## config.mk

```make
export PLATFORM = sky130hd
export DESIGN_NAME = coh_noc_dor_input_buffer
export DESIGN_NICKNAME = d
export VERILOG_FILES = /design/src/rtl/coh_noc_dor_input_buffer.sv
export SDC_FILE = /design/constraint.sdc
export NUM_CORES = 1
export LEC_CHECK = 0
export ABC_AREA = 1
export CORE_UTILIZATION = 40
export CTS_CLUSTER_SIZE = 10
export DETAILED_ROUTE_END_ITERATION = 12
export PLACE_DENSITY = 0.73
export SETUP_SLACK_MARGIN = 0.4
export SLEW_MARGIN = 40
export SYNTH_ARGS = -nofsm -noshare
export SYNTH_HDL_FRONTEND = slang
export SYNTH_SLANG_ARGS = --single-unit
```

## constraint.sdc

```tcl
create_clock -name clk_i -period 13.5 [get_ports clk_i]
set_input_delay 2.7 -clock clk_i [delete_from_list [all_inputs] [get_ports clk_i]]
set_output_delay 2.7 -clock clk_i [all_outputs]
set_load 0.02 [all_outputs]
```

## src/rtl/coh_noc_dor_input_buffer.sv

```systemverilog
// Coherence-NoC router input stage: small packet FIFO that stores a
// dimension-ordered output direction alongside each packet.
module coh_noc_dor_input_buffer #(
    parameter int dims_p         = 2,
    parameter int trans_p        = 0,
    parameter int x_cord_width_p = 10,
    parameter int y_cord_width_p = 20,
    parameter int data_width_p   = 64,
    parameter int els_p          = 2,
    localparam int m1_lp         = (trans_p != 0) ? y_cord_width_p
                                                  : x_cord_width_p,
    localparam int cord_width_lp = (dims_p == 1) ? m1_lp
                                   : x_cord_width_p + y_cord_width_p
) (
    input  logic                     clk_i,
    input  logic                     reset_i,
    input  logic [cord_width_lp-1:0] my_cord_i,
    input  logic                     v_i,
    input  logic [data_width_p-1:0]  data_i,
    output logic                     ready_o,
    output logic                     v_o,
    output logic [data_width_p-1:0]  data_o,
    output logic [4:0]               dir_o,
    input  logic                     yumi_i
);

    localparam int ptr_w_lp = $clog2(els_p);
    localparam int cnt_w_lp = ptr_w_lp + 1;
    localparam int x_lo_lp  = (trans_p != 0 && dims_p == 2) ? m1_lp : 0;
    localparam int y_lo_lp  = (trans_p != 0) ? 0 : m1_lp;
    localparam int wide_lp  = cord_width_lp + x_cord_width_p
                              + y_cord_width_p;

    localparam logic [cnt_w_lp-1:0] full_lp = cnt_w_lp'(els_p);

    localparam logic [4:0] dir_p_lp = 5'b00001;
    localparam logic [4:0] dir_w_lp = 5'b00010;
    localparam logic [4:0] dir_e_lp = 5'b00100;
    localparam logic [4:0] dir_n_lp = 5'b01000;
    localparam logic [4:0] dir_s_lp = 5'b10000;

    if (dims_p != 1 && dims_p != 2) begin : g_bad_dims
        $error("coh_noc_dor_input_buffer: dims_p must be 1 or 2");
    end
    if (cord_width_lp > data_width_p) begin : g_bad_width
        $error("coh_noc_dor_input_buffer: cord wider than packet");
    end
    if (els_p < 2 || (els_p & (els_p - 1)) != 0) begin : g_bad_els
        $error("coh_noc_dor_input_buffer: els_p must be a power of two >= 2");
    end

    function automatic logic [x_cord_width_p-1:0] cord_x(
        input logic [cord_width_lp-1:0] c
    );
        logic [wide_lp-1:0] s;
        s = wide_lp'(c) >> x_lo_lp;
        return s[x_cord_width_p-1:0];
    endfunction

    function automatic logic [y_cord_width_p-1:0] cord_y(
        input logic [cord_width_lp-1:0] c
    );
        logic [wide_lp-1:0] s;
        s = wide_lp'(c) >> y_lo_lp;
        return s[y_cord_width_p-1:0];
    endfunction

    logic [cord_width_lp-1:0]  dest_cord;
    logic [x_cord_width_p-1:0] dx, mx;
    logic [y_cord_width_p-1:0] dy, my;
    logic                      x_ne, y_ne;
    logic [4:0]                dir_x, dir_y, dir_in;

    assign dest_cord = data_i[cord_width_lp-1:0];
    assign dx        = cord_x(dest_cord);
    assign mx        = cord_x(my_cord_i);
    assign dy        = cord_y(dest_cord);
    assign my        = cord_y(my_cord_i);
    assign x_ne      = (dx != mx);
    assign y_ne      = (dims_p == 2) && (dy != my);
    assign dir_x     = (dx > mx) ? dir_e_lp : dir_w_lp;
    assign dir_y     = (dy > my) ? dir_s_lp : dir_n_lp;

    // The dimension resolved first depends on the routing order.
    always_comb begin
        dir_in = dir_p_lp;
        if (trans_p == 0) begin
            if (x_ne)      dir_in = dir_x;
            else if (y_ne) dir_in = dir_y;
        end else begin
            if (y_ne)      dir_in = dir_y;
            else if (x_ne) dir_in = dir_x;
        end
    end

    logic [data_width_p-1:0] data_mem [els_p];
    logic [4:0]              dir_mem  [els_p];
    logic [ptr_w_lp-1:0]     wr_ptr, rd_ptr;
    logic [cnt_w_lp-1:0]     count;
    logic                    enq, deq;

    assign ready_o = ~reset_i & (count != full_lp);
    assign v_o     = (count != '0);
    assign enq     = v_i & ready_o;
    assign deq     = yumi_i & v_o;
    assign data_o  = v_o ? data_mem[rd_ptr] : '0;
    assign dir_o   = v_o ? dir_mem[rd_ptr]  : '0;

    always_ff @(posedge clk_i) begin
        if (enq) begin
            data_mem[wr_ptr] <= data_i;
            dir_mem[wr_ptr]  <= dir_in;
        end
    end

    always_ff @(posedge clk_i) begin
        if (reset_i) begin
            wr_ptr <= '0;
            rd_ptr <= '0;
            count  <= '0;
        end else begin
            if (enq) wr_ptr <= wr_ptr + ptr_w_lp'(1);
            if (deq) rd_ptr <= rd_ptr + ptr_w_lp'(1);
            if (enq && !deq)      count <= count + cnt_w_lp'(1);
            else if (!enq && deq) count <= count - cnt_w_lp'(1);
        end
    end

endmodule

```

-- Word-level counts from Yosys, hierarchy flattened
Memories as Yosys holds them, arrays and structs flattened. A register that Yosys moved wholly into a read port is not among the register bits.
Index checks and enable logic that the tools add are counted.
- add/sub/neg operators: 4
- magnitude comparators: 2
- equal/unequal tests: 3
- multiplexer cells: 14
- bitwise gates (word level): 4
- reductions and logical operators: 6
- operators with widths (kind ; number):
    2-to-1 mux 64 bit ; 1
    greater-than comparator 20 bit ; 1
    2-to-1 mux 5 bit ; 4
    != test 20 bit ; 1
    greater-than comparator 10 bit ; 1
    != test 10 bit ; 1
    2-to-1 mux 1 bit ; 6
    2-to-1 mux 2 bit ; 2
    nonzero test 2 bit ; 2
    AND 1 bit ; 3
    2-to-1 mux 3 bit ; 1
    adder 1 bit (second input constant) ; 2
    adder 2 x 1 -> 2 bit (second input constant) ; 1
    logical AND 1 bit ; 2
    logical NOT 1 bit ; 2
    != test 2 bit (second input constant) ; 1
    subtractor 2 x 1 -> 2 bit (second input constant) ; 1
    inverter 1 bit ; 1
- bits in registers: 4
- memory bits (writable): 138
- output and inout bits: 71
- logic and storage cells: 38
- memories: 2
- memory list (name ; depth ; width ; read ports ; clocked after memory_dff ; wr ports ; line ; RTL):
    data_mem ; 2 ; 64 ; 1 ; 1 ; 1 ; 96 ; logic [data_width_p-1:0] data_mem [els_p];
    dir_mem ; 2 ; 5 ; 1 ; 1 ; 1 ; 97 ; logic [4:0] dir_mem [els_p];

-- Logic depth before layout (Yosys ltp)
- depth in word-level cells: 7
- depth in mapped cells: 12
- gate-level depth less buffers: 12

-- Least setup slack after synthesis
OpenSTA, ideal clock, no wires.
- path kind: input -> register
- start: input reset_i
- end: memory data_mem[1][0], enable pin
- library setup time: 0.500 ns
- arrival: 6.060 ns
- setup slack: 6.940 ns
- cell stages on the path: 3
- buffers on the path: 0
- cells stage by stage: a21oi_2 -> nand2_1 -> nor2_1
- cells in the longest elaborated chain, start to end: 5
- RTL lines (element ; line ; RTL):
    start, declared ; 16 ; input logic reset_i,
    inverter 1 bit ; 102 ; assign ready_o = ~reset_i & (count != full_lp);
    AND 1 bit ; 102 ;
    AND 1 bit ; 104 ; assign enq = v_i & ready_o;
    2-to-1 mux 1 bit ; 110 ; if (enq) begin
    2-to-1 mux 1 bit (implied by the code) ; 111 ; data_mem[wr_ptr] <= data_i;
    end, declared ; 96 ;
Every way passes these cells.

-- Worst setup path in the final report
- start: input reset_i
- end: output ready_o
- cells in the longest elaborated chain, start to end: 2
- RTL lines (element ; line ; RTL):
    inverter 1 bit ; 102 ;
    AND 1 bit ; 102 ;
    end, declared ; 20 ; output logic ready_o,
Every way passes these cells.

==> run_results.csv <==
group,metric,value,unit
worst_setup_path,critPathCaptureType,"output pin",
worst_setup_path,start_kind,"input port",
clock_network,clkSinkCount,143,
synthesis,syn_avg_cell_area,11.5,µm²
worst_setup_path,worst_ep_arrival_time,4.00,ns
grt,antenna_found_initial,0,
timing,finClkSkew,0.00432,ns
synthesis,ys_types,23,
timing,relSlewSlack,49.1,%
grt,overflow,0,
clock_network,clk_latency,0.41,ns
worst_setup_path,criticalPathCategory,"input port to output pin",
timing,rsz0062_at_grt,"no",
worst_setup_path,rr_worst_depth,6,
floorplanning,fp.dieW,127,µm
synthesis,ys_ff_latch,143,
timing,max_freq,0.149,GHz
final_layout,final_common_cell,"nand2_1",
clock_network,post_cts_buffers,0,
timing,setup_viol_count_final,0,
detailed_routing,drtIter0Drc,222,
detailed_routing,drt-total-wl,13.6,mm
floorplanning,rows,45,
grt,grt_pass1_wl,21.4,mm
worst_hold_path,worstHoldPathType,"flop to flop",
final_layout,diodes,0,
worst_setup_path,cp_slowest_cell,"clkdlybuf4s50_1",
timing,finalSetupTns,0,ns
grt,grt_pass1_vias,4567,
placed_design,postPlaceCellArea,0.00812,mm²
worst_setup_path,r2r_start,"count[0]$_SDFFE_PP0P_",
detailed_routing,wl_per_cell,14.9,µm
power,p_leak,0.00337,µW
placed_design,placed_cells,883,
clock_network,ctsLongestPathBuffers,2,
detailed_routing,first_pass_iters,4,
worst_setup_path,path_max_fanout,6,
clock_network,cts_made_buffers,17,
power,power_density,163,mW/mm²
worst_hold_path,holdCritStartpoint,"rd_ptr$_SDFFE_PP0P_",
synthesis,ys_seq_area_share,68.2,%
floorplanning,io_pins,169,
detailed_routing,drcViolationCount,0,
clock_network,cts_hold_buf,0,
worst_setup_path,reg2reg_slack,11.08,ns
placed_design,gp_congestion,0.770,
synthesis,syn_inst,542,
detailed_routing,viasPerCell,4.90,
floorplanning,initial_core_util,40.9,%
clock_network,h-tree-depth,4,
worst_setup_path,r2r_end,"data_mem[1][29]$_DFFE_PP_",
worst_setup_path,crit_family,"buffers and inverters",
final_layout,stdcell_count,915,
placed_design,port_buffers,168,
final_layout,nets,843,
timing,period_needed,6.70,ns
worst_setup_path,worstPathRequired,10.80,ns
final_layout,layout_common_cells,"178 x nand2_1, 168 x clkdlybuf4s50_1, 138 x edfxtp_1, 85 x a21oi_1, 48 x inv_1",
final_layout,area_delta_synth_final,40.3,%
floorplanning,die_h,127,µm
timing,drv_slew,0,
worst_setup_path,cp_num_buf_inv,2,
grt,gr-usage-all-layers,17.5,%
timing,whs,0.510,ns
clock_network,cts_resized,0,
synthesis,syn-num-nets,671,
timing,fin_crit_sh,49.6,%
timing,tightest_slew,0.764,ns
placed_design,dp_hpwl,9.18,mm
run_status,status,"finished clean",
final_layout,final_design_area_no_fill,0.00873,mm²
detailed_routing,ant_nets,0,
flow_run,drv_cap,0,
worst_setup_path,slowest_delay,0.62,ns
clock_network,root_buffer,"clkbuf_16",
clock_network,cts_tree,"done",
worst_hold_path,min_path_cells,2,
final_layout,final_core_utilization,57.4,%
worst_setup_path,critPathMostFrequentCell,"clkdlybuf4s50_1",
power,ir_drop,0.0871,mV
clock_network,clk_pin_slew,0.06,ns
worst_setup_path,cp_cell_sequence,"clkdlybuf4s50_1, a21oi_2, clkdlybuf4s50_1",
timing,hold_viol,0,
floorplanning,core,0.0152,mm²
synthesis,yosysWarnings,0,
final_layout,final_layout_size_suffix_gt1_share,6.60,%
synthesis,syn_area,0.00622,mm²
detailed_routing,dr_total_vias,4479,
grt,grt_start_max_net_pins,70,
floorplanning,dieArea,0.0160,mm²
==> state kept, by name, summed over array words and instances (netlist names), named ones only <==
register / flops
count: 2
data_mem: 128
dir_mem: 10
rd_ptr: 1
wr_ptr: 1
==> stage by stage <==
step,setup WS (ns),total power [µW]
floorplan,6.94,762
global placement,6.80,949
detailed placement,6.80,958
CTS,6.79,1440
global route,6.74,1490
finish,6.80,1420
==> worst register-to-register path: cells and delay by family (launching register included) <==
family                 cells  cell delay [ns]
buffers and inverters      3             0.80
AOI/OAI and AO/OA          1             0.14
and+or+nand+nor            2             0.70
DFF                        1             0.39
==> synthesized netlist by cell type, drive strengths merged <==
library cell | count | area, µm²
inv | 51 | 191
o211ai | 1 | 7.51
or2 | 1 | 6.26
nor2 | 16 | 67.6
a21o | 1 | 7.51
nand3 | 3 | 15.0
ha | 31 | 388
a21oi | 86 | 434
nand2 | 179 | 674
edfxtp | 138 | 4140
o21ai | 3 | 15.0
dfxtp | 5 | 100
o21a | 2 | 15.0
o21bai | 1 | 7.51
buf | 22 | 126
nand4 | 1 | 6.26
nor3b | 1 | 12.5
==> metal layers <==
metal  vias to the layer above  global-route usage (%)  wire length [µm]
met5                         -                       0                 0
met4                         0                    8.54               388
met3                        34                    5.48               725
met2                       147                    30.0              6740
met1                      2105                    20.0              5740
li1                       2193                       -                 -
==> report_power, final <==
group          internal, µW  switching [µW]  total, µW
sequential              518            8.58        526
clock                   294             184        478
combinational           176             244        420
total                   988             436       1420
==> layout make-up <==
type | count | area [µm²]
clock buffers | 18 | 429
clock inverters | 14 | 180
fillers | 1263 | 6470
inverters | 51 | 191
multi-input cells | 326 | 1670
flip-flops and latches | 143 | 4250
well taps | 188 | 235
repair buffers | 175 | 1770
==> worst max-delay path by stage <==
stage	from	end	depth (start not counted)
2_1_floorplan	reset_i	data_mem[1][0]$_DFFE_PP_	3
3_5_place_dp	reset_i	ready_o	3
5_1_grt	reset_i	ready_o	3
4_1_cts	reset_i	ready_o	3
3_3_place_gp	reset_i	ready_o	3
6_report	reset_i	ready_o	3
==> cells by family after synthesis <==
kind of cell,synth area share [%]
AO/OA/AOI/OAI,7.83
adder cells (fa/ha/maj),6.24
buffers and inverters,5.11
flip-flops,68.2
AND/OR/NAND/NOR,12.6
No activity file was read; power rests on OpenSTA's default activity.
